==> src/rtl/sdram_rr_arbiter.sv <==
// Round-robin arbiter sharing one SDRAM controller between NREQ requesters.
// A winner is latched at grant. The arbiter then runs the controller's
// wrreq/rereq handshake. It returns a one-cycle ack, with err set when the
// watchdog aborts the transfer, and read data to the owner.
module sdram_rr_arbiter #(
  parameter int NREQ    = 2,
  parameter int ADDR_W  = 23,
  parameter int DATA_W  = 16,
  parameter int TIMEOUT = 1024
) (
  input  logic                     CLOCK_50,
  input  logic                     reset,
  input  logic [NREQ-1:0]          req,
  input  logic [NREQ-1:0]          we,
  input  logic [NREQ*ADDR_W-1:0]   addr,
  input  logic [NREQ*DATA_W-1:0]   wdata,
  output logic [NREQ-1:0]          ack,
  output logic                     err,
  output logic [DATA_W-1:0]        rdata,
  output logic [$clog2(NREQ)-1:0]  owner,
  output logic [ADDR_W-1:0]        sd_addr,
  output logic [DATA_W-1:0]        sd_wdata,
  output logic                     sd_wrreq,
  output logic                     sd_rereq,
  input  logic [DATA_W-1:0]        sd_rdata,
  input  logic                     sd_rwdone,
  input  logic                     sd_rw_wait,
  input  logic                     sd_rw_busy
);

  localparam int OWN_W = $clog2(NREQ);
  localparam int WD_W  = $clog2(TIMEOUT);

  typedef enum logic [1:0] {
    S_IDLE,
    S_ISSUE,
    S_WAIT_DONE,
    S_RESP
  } state_t;

  state_t              state_q, state_d;
  logic [OWN_W-1:0]    rr_q, rr_d;
  logic [OWN_W-1:0]    owner_q, owner_d;
  logic [NREQ-1:0]     ack_q, ack_d;
  logic                err_q, err_d;
  logic [DATA_W-1:0]   rdata_q, rdata_d;
  logic [ADDR_W-1:0]   sd_addr_q, sd_addr_d;
  logic [DATA_W-1:0]   sd_wdata_q, sd_wdata_d;
  logic                wrreq_q, wrreq_d;
  logic                rereq_q, rereq_d;
  logic                we_q, we_d;
  logic [WD_W-1:0]     wd_q, wd_d;

  logic                grant_found;
  logic [OWN_W-1:0]    grant_idx;
  logic                sel_we;
  logic [ADDR_W-1:0]   sel_addr;
  logic [DATA_W-1:0]   sel_wdata;
  logic                wd_expired;
  logic [NREQ-1:0]     owner_onehot;

  // Pick the first active request at or above the rr pointer, with wrap.
  // The winner's command fields are muxed out at the same time.
  always_comb begin
    // NOTE: every signal assigned here gets a default first, so no path can leave it unassigned and infer a latch.
    grant_found = 1'b0;
    grant_idx   = '0;
    sel_we      = 1'b0;
    sel_addr    = '0;
    sel_wdata   = '0;
    for (int k = 0; k < NREQ; k++) begin
      for (int i = 0; i < NREQ; i++) begin
        if (!grant_found && req[i] && ((int'(rr_q) + k) % NREQ) == i) begin
          grant_found = 1'b1;
          grant_idx   = OWN_W'(i);
          sel_we      = we[i];
          sel_addr    = addr[i*ADDR_W +: ADDR_W];
          sel_wdata   = wdata[i*DATA_W +: DATA_W];
        end
      end
    end
  end

  assign wd_expired   = (wd_q == WD_W'(TIMEOUT - 1));
  assign owner_onehot = NREQ'(1) << owner_q;

  // Next-state and registered-output logic. Completion beats the
  // watchdog, and the watchdog beats the busy acceptance.
  always_comb begin
    state_d    = state_q;
    rr_d       = rr_q;
    owner_d    = owner_q;
    ack_d      = '0;
    err_d      = 1'b0;
    rdata_d    = rdata_q;
    sd_addr_d  = sd_addr_q;
    sd_wdata_d = sd_wdata_q;
    wrreq_d    = wrreq_q;
    rereq_d    = rereq_q;
    we_d       = we_q;
    wd_d       = wd_q;
    unique case (state_q)
      S_IDLE: begin
        if (grant_found && !sd_rw_busy && !sd_rw_wait) begin
          owner_d    = grant_idx;
          sd_addr_d  = sel_addr;
          sd_wdata_d = sel_wdata;
          we_d       = sel_we;
          wrreq_d    = sel_we;
          rereq_d    = !sel_we;
          wd_d       = '0;
          state_d    = S_ISSUE;
        end
      end
      S_ISSUE, S_WAIT_DONE: begin
        if (sd_rwdone) begin
          wrreq_d = 1'b0;
          rereq_d = 1'b0;
          if (!we_q) rdata_d = sd_rdata;
          ack_d   = owner_onehot;
          state_d = S_RESP;
        end else if (wd_expired) begin
          wrreq_d = 1'b0;
          rereq_d = 1'b0;
          ack_d   = owner_onehot;
          err_d   = 1'b1;
          state_d = S_RESP;
        end else begin
          wd_d = wd_q + 1'b1;
          if (state_q == S_ISSUE && sd_rw_busy) begin
            wrreq_d = 1'b0;
            rereq_d = 1'b0;
            state_d = S_WAIT_DONE;
          end
        end
      end
      S_RESP: begin
        rr_d    = (owner_q == OWN_W'(NREQ - 1)) ? '0 : owner_q + 1'b1;
        state_d = S_IDLE;
      end
      default: state_d = S_IDLE;
    endcase
  end

  // State and output registers with synchronous active-high reset.
  always_ff @(posedge CLOCK_50) begin
    // NOTE: non-blocking assignments keep all registers updating from the same pre-edge values.
    if (reset) begin
      state_q    <= S_IDLE;
      rr_q       <= '0;
      owner_q    <= '0;
      ack_q      <= '0;
      err_q      <= 1'b0;
      rdata_q    <= '0;
      sd_addr_q  <= '0;
      sd_wdata_q <= '0;
      wrreq_q    <= 1'b0;
      rereq_q    <= 1'b0;
      we_q       <= 1'b0;
      wd_q       <= '0;
    end else begin
      state_q    <= state_d;
      rr_q       <= rr_d;
      owner_q    <= owner_d;
      ack_q      <= ack_d;
      err_q      <= err_d;
      rdata_q    <= rdata_d;
      sd_addr_q  <= sd_addr_d;
      sd_wdata_q <= sd_wdata_d;
      wrreq_q    <= wrreq_d;
      rereq_q    <= rereq_d;
      we_q       <= we_d;
      wd_q       <= wd_d;
    end
  end

  assign ack      = ack_q;
  assign err      = err_q;
  assign rdata    = rdata_q;
  assign owner    = owner_q;
  assign sd_addr  = sd_addr_q;
  assign sd_wdata = sd_wdata_q;
  assign sd_wrreq = wrreq_q;
  assign sd_rereq = rereq_q;

endmodule

==> config.mk <==
export PLATFORM = sky130hd
export DESIGN_NAME = sdram_rr_arbiter
export DESIGN_NICKNAME = d
export VERILOG_FILES = /design/src/rtl/sdram_rr_arbiter.sv
export SDC_FILE = /design/constraint.sdc
export NUM_CORES = 1
export LEC_CHECK = 0
export ABC_AREA = 1
export CAP_MARGIN = 10
export CORE_MARGIN = 2
export CORE_UTILIZATION = 43
export CTS_CLUSTER_SIZE = 14
export DETAILED_ROUTE_END_ITERATION = 6
export PLACE_DENSITY_LB_ADDON = 0.25
export SLEW_MARGIN = 20
export SYNTH_ARGS = -nofsm -noshare
export SYNTH_HDL_FRONTEND = slang
export SYNTH_SLANG_ARGS = --single-unit
==> constraint.sdc <==
create_clock -name CLOCK_50 -period 2.7 [get_ports CLOCK_50]
set_input_delay 0.81 -clock CLOCK_50 [delete_from_list [all_inputs] [get_ports CLOCK_50]]
set_output_delay 0.81 -clock CLOCK_50 [all_outputs]
set_load 0.01 [all_outputs]
**Word-level counts from Yosys, hierarchy flattened**

Index checks and enable logic that the tools add are counted.

- Add/sub/neg operators: 3
- Eq/ne operators: 9
- Shift-type cells: 1
- Multiplexer cells: 39
- Bitwise logic cells: 3
- Reductions and logical operators: 28

Operators with widths:

| kind | number |
|---|---|
| $mux 23 | 4 |
| $logic_not 32->1 | 2 |
| $mux 16 | 4 |
| $mux 10 | 3 |
| $pmux 10 s2 | 1 |
| $mux 1 | 18 |
| $mux 2 | 6 |
| $add 10x1->10 const B | 1 |
| $eq 10x10->1 const B | 1 |
| $logic_and 1x1->1 | 10 |
| $eq 2x2->1 const B | 3 |
| $logic_not 1->1 | 6 |
| $ne 2x2->1 const B | 3 |
| $pmux 2 s3 | 1 |
| $reduce_and 3->1 | 2 |
| $ne 4x4->1 const B | 1 |
| $pmux 1 s2 | 2 |
| $reduce_and 2->1 | 2 |
| $reduce_and 4->1 | 1 |
| $reduce_or 2->1 | 2 |
| $reduce_or 3->1 | 1 |
| $add 1x1->1 const B | 2 |
| $eq 2x1->1 const B | 1 |
| $logic_not 2->1 | 1 |
| other kinds (4) | 5 |

- Flip-flop bits (word level): 75
- Output and inout bits: 61
- Word-level logic and storage cells: 95

**Longest topological paths before layout**

Gate-level depths: netlist (run 1).

- Depth after elaboration: 19
- Mapped depth: 10
- Mapped depth without buffers: 10

**Worst setup path before layout (run 1)**

No wires, ideal clock.

- Path kind: input -> register
- Start point: input sd_rw_busy
- End point: register wd_q[4]
- Setup time: 0.114 ns
- Data arrival time: 1.689 ns
- Slack: 0.897 ns
- Stages: 7
- Path buffers: 1
- Cells stage by stage: nor2_2 nand3_4 nand2_2 nand3_4 buf_6 o21bai_1 nor2_2

- Longest elaborated chain between the ends: 5

Ends and longest elaborated chain:

| item | RTL line | RTL |
|---|---|---|
| start: declaration | 28 | `input logic sd_rw_busy` |
| $logic_not 1->1 | 104 | `if (grant_found && !sd_rw_busy && !sd_rw_wait) begin` |
| $logic_and 1x1->1 (2 in a row) | 104 |  |
| $ne 2x2->1 (no source line) | - |  |
| $reduce_and 4->1 (no source line) | - |  |
| end signal: assignment | 173 | `wd_q <= wd_d;` |
| end: declaration | 52 | `logic [WD_W-1:0] wd_q, wd_d;` |

No other way between the ends.
A chain may end at the register's enable or synchronous reset.

**Worst setup path after layout (run 1)**

- Start point: register owner_q (netlist: owner)
- End point: output owner

RTL lines:

| item | RTL line | RTL |
|---|---|---|
| start: declaration | 43 | `logic [OWN_W-1:0] owner_q, owner_d;` |
| start signal: assignment | 164 | `owner_q <= owner_d;` |
| end: declaration | 20 | `output logic [$clog2(NREQ)-1:0] owner,` |

No word-level cell between the ends.

==> impl_results.md, run 1 <==
* Diodes inserted at 0
* Slowest CP cell: clkdlybuf4s50_1
* Cell area after layout at 0.00521 mm²
* Initial antenna violation count at 0
* Crit path max fanout at 5
* Htree depth at 3
* Mapped Nets at 580
* Vias in the first global route at 3663
* Max cap viols at 0
* CTS tree: yes
* Clock sinks at 75
* Seq cells post-synth at 75
* GPL Wtd Cong at 0.843
* Worst min-delay path startpoint: sd_rereq
* Fill cell count at 580
* Worst-Margin Slew at 0.741 ns
* All-layer global routing usage at 24.6%
* Final setup vio count at 0
* Initial DRC count at 132
* Max Fclk at 0.469 GHz
* CTS root buf: clkbuf_8
* Die footprint at 0.00841 mm²
* Design Power at 3.71 mW
* Worst path top cell family by delay: buffers and inverters
* Most frequent cells in the layout: nand2_1 (179), clkdlybuf4s50_1 (163), dfxtp_1 (75), nor2_1 (63), a31oi_1 (39)
* Worst ir drop on vdd at 0.000342 V
* Skew-Pair Late Insertion Delay at 0.34 ns
* Pre-Repair DR Iteration Count at 4
* Hold WS at 0.470 ns
* Fin cells at 736
* Post-route ant nets at 0
* Vias after detailed routing at 3641
* Postcts setup bufs at 0
* CTS max path bufs at 2
* Core area at 0.00733 mm²
* Critical path buffers and inverters at 1
* Reg2reg path depth at 8
* Remaining Overflow, GRT at 0
* Area grow syn2layout at 57.6%
* Area of the multi-input gates at 0.00159 mm²
* Pleak at 1.98 nW
* Worst path max stage delay at 0.57 ns
* Crit path launch type: flip-flop
* RR Endpoint: wd_q[4]
* Worst path cell trace: clkdlybuf4s50_1
* Starting Density at 45.1%
* Critical path data arrival time at 1.32 ns
* Dpl hpwl at 7480 µm
* Layout cell share with drive strength beyond 1 at 5.18%
* Hold Path Depth at 2
* Status: finished, final reports clean
* Die Y at 91.7 µm
* Worst Hold End: sd_rereq
* Hold Crit Class: flip-flop to flip-flop
* Via density per instance at 4.95
* Port bufs at 163
* Final Hold Fails at 0
* Post-cts sizing count at 0
* Kind of critical path: flip-flop to primary output
* Inst Count DP at 720
* First-pass GRT wire length at 16700 µm
* Routed len/inst at 13.7 µm
* Crit path time final at 2.13 ns
* Syn Area/Cell at 7.01 µm²
* Largest net degree at the start of global routing at 40
* Post-DP Area at 0.00502 mm²
* Row count at 31
* Synth Warn # at 0
* Setup crit end kind: primary output
* Die Wd at 91.7 µm
* Post-CTS Hold Buffers at 0
* Fin Setup TNS at 0 ns
* Sequential cell area fraction in the yosys report at 45.4%
* Post-Syn Area at 0.00331 mm²
* Commonest non-fill, non-tap cell in the layout: nand2_1
* Final WL at 10100 µm
* FF+latch area at 0.00150 mm²
* Pwr dens at 712 mW/mm²
* DRC at 0
* Req. time, crit path at 1.89 ns
* TritonCTS Buffers at 9
* Yosys cell types at 26
* FF-to-FF Start: state_q[1]
* Period utilization at 79.0%
* Post-synthesis cell count at 472
* Slew Viols, Final at 0
* Nets at 740
* Max_slew headroom at 50.5%
* IO Count at 164
* Skew final at 0.00645 ns
* Clock Pin Slew Worst Setup and Hold Paths at 0.07 ns
* R2R setup slack at 0.85 ns
* RSZ-0062 raised after global routing: no
[sequential cells by signal (all words and copies together), names as in the netlist]
register  cells
sd_addr      23
rdata        16
sd_wdata     16
wd_q         10
ack           2
state_q       2
err           1
owner         1
rr_q          1
sd_rereq      1
sd_wrreq      1
we_q          1
[cell families after synthesis]
group | count (synthesis) | share of synthesized area [%]
compound gates | 71 | 12.4
xor+xnor | 2 | 0.530
fa+ha+maj | 5 | 1.89
buf+inv | 49 | 6.55
flops | 75 | 45.4
simple gates | 270 | 33.3
[worst max path at each step]
stage,from,end,cells past startpoint
floorplan,sd_rw_busy,wd_q[4],7
global placement,sd_rw_busy,sd_addr[18],7
detailed placement,sd_rw_busy,sd_addr[20],7
CTS,owner,owner,1
finish,owner,owner,1
global route,owner,owner,1
[final cells by class]
| type | instances | area share (%) |
|---|---|---|
| timing repair buffer | 172 | 32.8 |
| multi-input combinational | 348 | 30.5 |
| sequential | 75 | 28.8 |
| clock buffer | 14 | 2.93 |
| tap | 99 | 2.38 |
| inverter | 26 | 1.87 |
| clock inverter | 2 | 0.672 |
[routing by layer]
| layer | vias up | share of wire [%] | GRT usage, % | routed length (µm) |
|---|---|---|---|---|
| li1 | 1839 | - | - | - |
| met1 | 1642 | 40 | 28.6 | 4050 |
| met2 | 143 | 49 | 41.9 | 4930 |
| met3 | 17 | 8.5 | 7.56 | 861 |
| met4 | 0 | 2.5 | 10.6 | 254 |
| met5 | - | 0 | 0 | 0 |
[power breakdown]
group,switching [mW],internal (mW)
Clock,0.394,0.453
Combinational,0.754,0.650
Sequential,0.143,1.32
Total,1.29,2.42
[metrics by stage]
stage | setup WS [ns] | util [%]
after floorplan | 0.897 | -
after global placement | 0.372 | 68.5
after detailed placement | 0.293 | 68.5
after CTS | 0.554 | 71.1
after global routing | 0.515 | 71.1
final | 0.568 | 71.1
[cell usage after synthesis, drive strengths merged]
master	number	area share, %
nand3	12	2.6
nor3	1	0.15
a31oi	39	7.4
o21bai	1	0.23
a21oi	12	1.8
or2	1	0.19
clkbuf	11	1.2
nor3b	1	0.23
o211ai	1	0.23
dfxtp	75	45
ha	5	1.9
nand4	4	0.95
xor2	2	0.53
inv	26	3.0
nor2	68	8.1
nor4	1	0.19
buf	12	2.3
nand2	182	21
o21ai	18	2.7
Note: power is estimated with default switching activity, not from simulation.
==> run 2, diff against run 1 <==
- CORE_UTILIZATION: 43 -> 36
- clock period: 2.7 -> 1.8 ns (I/O delays scaled with it)
==> run 2 against run 1 <==
Effect of this change:
- global-route usage decreased by 2.5 points
- final cell count increased by 3.0%
- first-iteration DRC count decreased by 9.8%
- routed wire length increased by 9.7%
- clock skew increased by 0.00092 ns
- setup slack got worse by 0.54 ns
- final area increased by 7.1%
- worst hold slack got worse by 0.0044 ns
- via count increased by 3.1%
- critical path type unchanged
==> impl_results.md, run 2 (synthesis gave the netlist of run 1 again) <==
* Dpl hpwl at 7740 µm (+3.5%)
* Clock sinks at 75 (unchanged)
* Cell area after layout at 0.00558 mm² (+7.1%)
* Req. time, crit path at 1.26 ns (-0.63 ns)
* Max Fclk at 0.563 GHz
* Pwr dens at 1110 mW/mm² (+57%)
* Slew Viols, Final at 0 (unchanged)
* First-pass GRT wire length at 17500 µm (+5.1%)
* Worst ir drop on vdd at 0.000501 V (+46%)
* Post-route ant nets at 0 (unchanged)
* Inst Count DP at 740 (+2.8%)
* Pre-Repair DR Iteration Count at 5 (+1)
* TritonCTS Buffers at 9 (unchanged)
* Htree depth at 3 (unchanged)
* Die Wd at 99.8 µm (+8.9%)
* Skew final at 0.00738 ns (+0.000922 ns)
* Worst slack, placed at -0.282 ns (-0.576 ns)
* Setup crit end kind: primary output
* Nets at 753 (+1.8%)
* Hold Path Depth at 2 (unchanged)
* Design Power at 6.22 mW (+68%)
* Final setup vio count at 0 (unchanged)
* GPL Wtd Cong at 0.791 (-6.2%)
* Largest net degree at the start of global routing at 45 (+13%)
* Max_slew headroom at 67.2% (+17 points)
* Initial antenna violation count at 0 (unchanged)
* Worst-Margin Slew at 0.491 ns (-0.250 ns)
* Die Y at 99.8 µm (+8.9%)
* Critical path buffers and inverters at 1 (unchanged)
* Crit path max fanout at 2 (-3)
* Layout cell share with drive strength beyond 1 at 8.46% (+3.3 points)
* Starting Density at 37.6% (-7.6 points)
* CTS root buf: clkbuf_8
* Final Core Density at 63.4% (-7.7 points)
* Worst path max stage delay at 0.56 ns (about the same)
* Routed len/inst at 14.6 µm (+6.5%)
* CTS max path bufs at 2 (unchanged)
* Crit path launch type: flip-flop
* Slack of the critical path at 0.0238 ns (-0.544 ns)
* Core area at 0.00881 mm² (+20%)
* Initial DRC count at 119 (-9.8%)
* Slowest CP cell: clkdlybuf4s50_1
* Hold Crit Class: flip-flop to flip-flop
* Commonest non-fill, non-tap cell in the layout: nand2_1
* Kind of critical path: flip-flop to primary output
* Stages on worst setup path at 1 (unchanged)
* Die footprint at 0.00997 mm² (+19%)
* Diodes inserted at 0 (unchanged)
* Fill cell count at 758 (+31%)
* Post-CTS Hold Buffers at 0 (unchanged)
* All-layer global routing usage at 22.1% (-2.5 points)
* Area grow syn2layout at 68.7%
* Crit path time final at 1.78 ns
* Max cap viols at 0 (unchanged)
* Via density per instance at 4.95 (+0.14%)
* Worst path top cell family by delay: buffers and inverters
* Hold WS at 0.465 ns (-0.00441 ns)
* Vias after detailed routing at 3755 (+3.1%)
* Row count at 34 (+9.7%)
* Post-DP Area at 0.00512 mm² (+2.0%)
* Reg2reg path depth at 9 (+1)
* Most frequent cells in the layout: nand2_1 (179), clkdlybuf4s50_1 (115), dfxtp_1 (73), nor2_1 (62), dlymetal6s2s_1 (42)
* Final Hold Fails at 0 (unchanged)
* Remaining Overflow, GRT at 0 (unchanged)
* Final WL at 11100 µm (+9.7%)
* Fin Setup TNS at 0 ns (unchanged)
* Port bufs at 163 (unchanged)
* DRC at 0 (unchanged)
* Period utilization at 98.7%
* CTS tree: yes
* Skew-Pair Late Insertion Delay at 0.35 ns (about the same)
* IO Count at 164 (unchanged)
* Pleak at 2.86 nW (+45%)
* Critical path data arrival time at 1.24 ns (-0.08 ns)
* Vias in the first global route at 3805 (+3.9%)
* Max reg flops at 23 (unchanged)
* Status: finished, final reports clean
* Worst path cell trace: clkdlybuf4s50_1
* Fin cells at 758 (+3.0%)
* Clock Pin Slew Worst Setup and Hold Paths at 0.08 ns (about the same)
==> run 2: area by class of cell <==
type	instances	area, µm²	share of cell area [%]
Timing Repair Buffer	185	1950	34.9
Inverter	26	101	1.82
Clock inverter	4	120	2.15
Multi-Input combinational cell	348	1620	29.0
Clock buffer	12	155	2.78
Tap cell	108	135	2.42
Sequential cell	75	1500	27.0
==> run 2: tightest hold or removal path, cell delays in order (launching register included) <==
cell and delay, ns:
dfxtp_1 0.32, nand2_1 0.06, a21oi_1 0.05
==> run 2: repair_timing <==
action,4_1_cts,5_1_grt
setup endpoints to repair,5,70
gates resized for setup,5,50
gates cloned,0,1
setup buffers,0,1
==> run 2: report_power, final <==
group / switching [mW] / internal [mW] / total [mW]
Combinational: 1.20 / 1.05 / 2.25
Sequential: 0.208 / 1.98 / 2.19
Clock: 0.646 / 1.14 / 1.79
Total: 2.05 / 4.17 / 6.22
==> run 2: path summary, 6_finish.rpt <==
| kind | from | to | slack, ns |
|---|---|---|---|
| max | sd_wdata[15] | sd_wdata[15] | 0.02 |
| min | sd_wrreq | sd_wrreq | 0.47 |
| min reg2reg | sd_wrreq | sd_wrreq | 0.47 |
| max reg2reg | state_q[0] | rdata[2] | 0.11 |
==> run 2: per-layer routing <==
metal / vias up / global-route usage [%] / part of all wire [%]
li1: 1862 / - / -
met1: 1721 / 23.8 / 37
met2: 143 / 38.5 / 51
met3: 29 / 8.22 / 8.9
met4: 0 / 10.3 / 3.1
met5: - / 0 / 0
==> run 3, diff against run 2 <==
- CORE_UTILIZATION: 36 -> 30
- TNS_END_PERCENT: default -> 100
==> run 3 against run 2 <==
Effect of this change:
- flip-flop and latch count stayed put
- register-to-register slack about the same
- clock-buffer cell count decreased by 1
- clock power down 28%
- sequential share of layout area shrank 0.12 points
- combinational power rose by 4%
- critical path type unchanged
- critical endpoint is now sd_addr[21]
==> impl_results.md, run 3 (synthesis gave the netlist of run 1 again) <==
* CTS tree: yes
* First-pass GRT wire length at 16600 µm (-5.4%)
* Die Y at 109 µm (+9.2%)
* Post-DP Area at 0.00517 mm² (+0.98%)
* Kind of critical path: flip-flop to primary output
* Period utilization at 97.2% (-1.5 points)
* Vias after detailed routing at 3675 (-2.1%)
* Worst path max stage delay at 0.53 ns (-0.03 ns)
* Fill cell count at 1056 (+39%)
* Final setup vio count at 0 (unchanged)
* Skew-Pair Late Insertion Delay at 0.34 ns (about the same)
* Nets at 754 (+0.13%)
* Worst ir drop on vdd at 0.000423 V (-15%)
* Hold Crit Class: flip-flop to flip-flop
* GPL Wtd Cong at 0.799 (+1.1%)
* Area grow syn2layout at 69.4%
* Row count at 38 (+12%)
* Setup crit end kind: primary output
* Reg2reg path depth at 8 (-1)
* IO Count at 164 (unchanged)
* Pwr dens at 1040 mW/mm² (-6.9%)
* Clock Pin Slew Worst Setup and Hold Paths at 0.08 ns (about the same)
* CTS root buf: clkbuf_8
* Diodes inserted at 0 (unchanged)
* Max Fclk at 0.572 GHz (+1.6%)
* Max_slew headroom at 78.3% (+11 points)
* Crit path launch type: flip-flop
* Remaining Overflow, GRT at 0 (unchanged)
* Pre-Repair DR Iteration Count at 4 (-1)
* FF-to-FF Start: state_q[0]
* Routed len/inst at 13.7 µm (-5.9%)
* RSZ-0062 raised after global routing: yes
* Worst path top cell family by delay: buffers and inverters
* Die Wd at 109 µm (+9.2%)
* Die footprint at 0.0119 mm² (+19%)
* Post-route ant nets at 0 (unchanged)
* Worst-Margin Slew at 0.322 ns (-0.169 ns)
* Most frequent cells in the layout: nand2_1 (179), clkdlybuf4s50_1 (105), dfxtp_1 (74), nor2_1 (63), dlymetal6s2s_1 (48)
* RR Endpoint: wd_q[4]
* Critical path buffers and inverters at 1 (unchanged)
* CTS max path bufs at 2 (unchanged)
* Final WL at 10900 µm (-1.9%)
* Pleak at 2.96 nW (+3.3%)
* Cell area after layout at 0.00560 mm² (+0.38%)
* Design Power at 5.81 mW (-6.6%)
* Port bufs at 163 (unchanged)
* Slew Viols, Final at 0 (unchanged)
* R2R setup slack at 0.11 ns (about the same)
* TritonCTS Buffers at 9 (unchanged)
* Initial antenna violation count at 0 (unchanged)
* All-layer global routing usage at 17.9% (-4.3 points)
* Core area at 0.0108 mm² (+23%)
* Starting Density at 30.6% (-6.9 points)
* Crit path max fanout at 2 (unchanged)
* Critical path data arrival time at 1.21 ns (-0.03 ns)
* Crit path time final at 1.75 ns (-0.0272 ns)
* Largest net degree at the start of global routing at 46 (+2.2%)
* Layout cell share with drive strength beyond 1 at 8.15% (-0.31 points)
* Via density per instance at 4.65 (-6.1%)
* Post-CTS Hold Buffers at 0 (unchanged)
* Commonest non-fill, non-tap cell in the layout: nand2_1
* Vias in the first global route at 3584 (-5.8%)
* Max cap viols at 0 (unchanged)
* Slowest CP cell: clkdlybuf4s50_1
* Critical path origin: sd_addr[21]
* Status: finished, final reports clean
* Htree depth at 3 (unchanged)
* Worst path cell trace: clkdlybuf4s50_1
* Dpl hpwl at 7490 µm (-3.2%)
* Clock sinks at 75 (unchanged)
* Final Hold Fails at 0 (unchanged)
* Skew final at 0.0100 ns (+0.00262 ns)
* Max reg flops at 23 (unchanged)
* Stages on worst setup path at 1 (unchanged)
* DRC at 0 (unchanged)
* Initial DRC count at 132 (+11%)
* CP endpoint: sd_addr[21]
* Req. time, crit path at 1.26 ns (about the same)
run 3: cell types whose count changed in the layout (fill, tap and decap cells not counted), sizes merged:
cell / before / now
clkinvlp: 1 / 2
clkdlybuf4s50: 115 / 105
nand3: 12 / 13
buf: 22 / 21
dlymetal6s2s: 42 / 48
clkinv: 0 / 2
dlygate4sd2: 5 / 9
bufinv: 4 / 1
run 3: how the worst min path moves through the flow:
stage | start | to | slack (ns) | cells after the start
detailed placement | sd_rereq | sd_rereq | 0.46 | 2
floorplan | we_q | we_q | 0.46 | 2
global route | sd_rereq | sd_rereq | 0.49 | 2
finish | sd_rereq | sd_rereq | 0.47 | 2
CTS | sd_rereq | sd_rereq | 0.47 | 2
global placement | sd_rereq | sd_rereq | 0.46 | 2
run 3: per-layer routing:
metal  share of wire (%)  track usage, %  up-vias
li1                    -               -     1866
met1                  40            20.7     1637
met2                  47            29.1      153
met3                  10            8.37       19
met4                 2.3            5.77        0
met5                   0               0        -
run 3: cell type report:
type                    count  area [µm²]  area share, %
flip-flops and latches     75        1500           26.8
well taps                 140         175           3.13
clock buffers              11         141           2.52
inverters                  26         101           1.81
multi-input cells         349        1640           29.3
repair buffers            185        1990           35.5
clock inverters             4        51.3          0.916
run 3: power by group:
| part | internal (mW) | switching, mW | leakage [nW] | total (mW) |
|---|---|---|---|---|
| Combinational | 1.14 | 1.22 | 2.25 | 2.35 |
| Clock | 0.672 | 0.614 | 0.0954 | 1.29 |
| Sequential | 1.98 | 0.196 | 0.611 | 2.17 |
| Total | 3.78 | 2.03 | 2.96 | 5.81 |
run 3: what timing repair did:
item                       CTS  global route
pin swaps                    0             2
resized for setup           10            56
cloned                       0             3
setup endpoints to repair   10            82
setup buffers                2             0
run 3: stage by stage:
| step | hold slack [ns] | std cells | TNS (ns) | utilization [%] | worst slack (ns) |
|---|---|---|---|---|---|
| final | 0.471 | 790 | 0 | 51.9 | 0.0510 |
| after global routing | 0.493 | 790 | -0.0128 | 51.9 | -0.00871 |
| after global placement | 0.462 | 770 | -12.60 | 47.9 | -0.241 |
| after CTS | 0.473 | 787 | 0 | 49.8 | 0.000137 |
| after detailed placement | 0.462 | 770 | -14.76 | 47.9 | -0.313 |
| after floorplan | 0.457 | 472 | 0 | - | 0.125 |
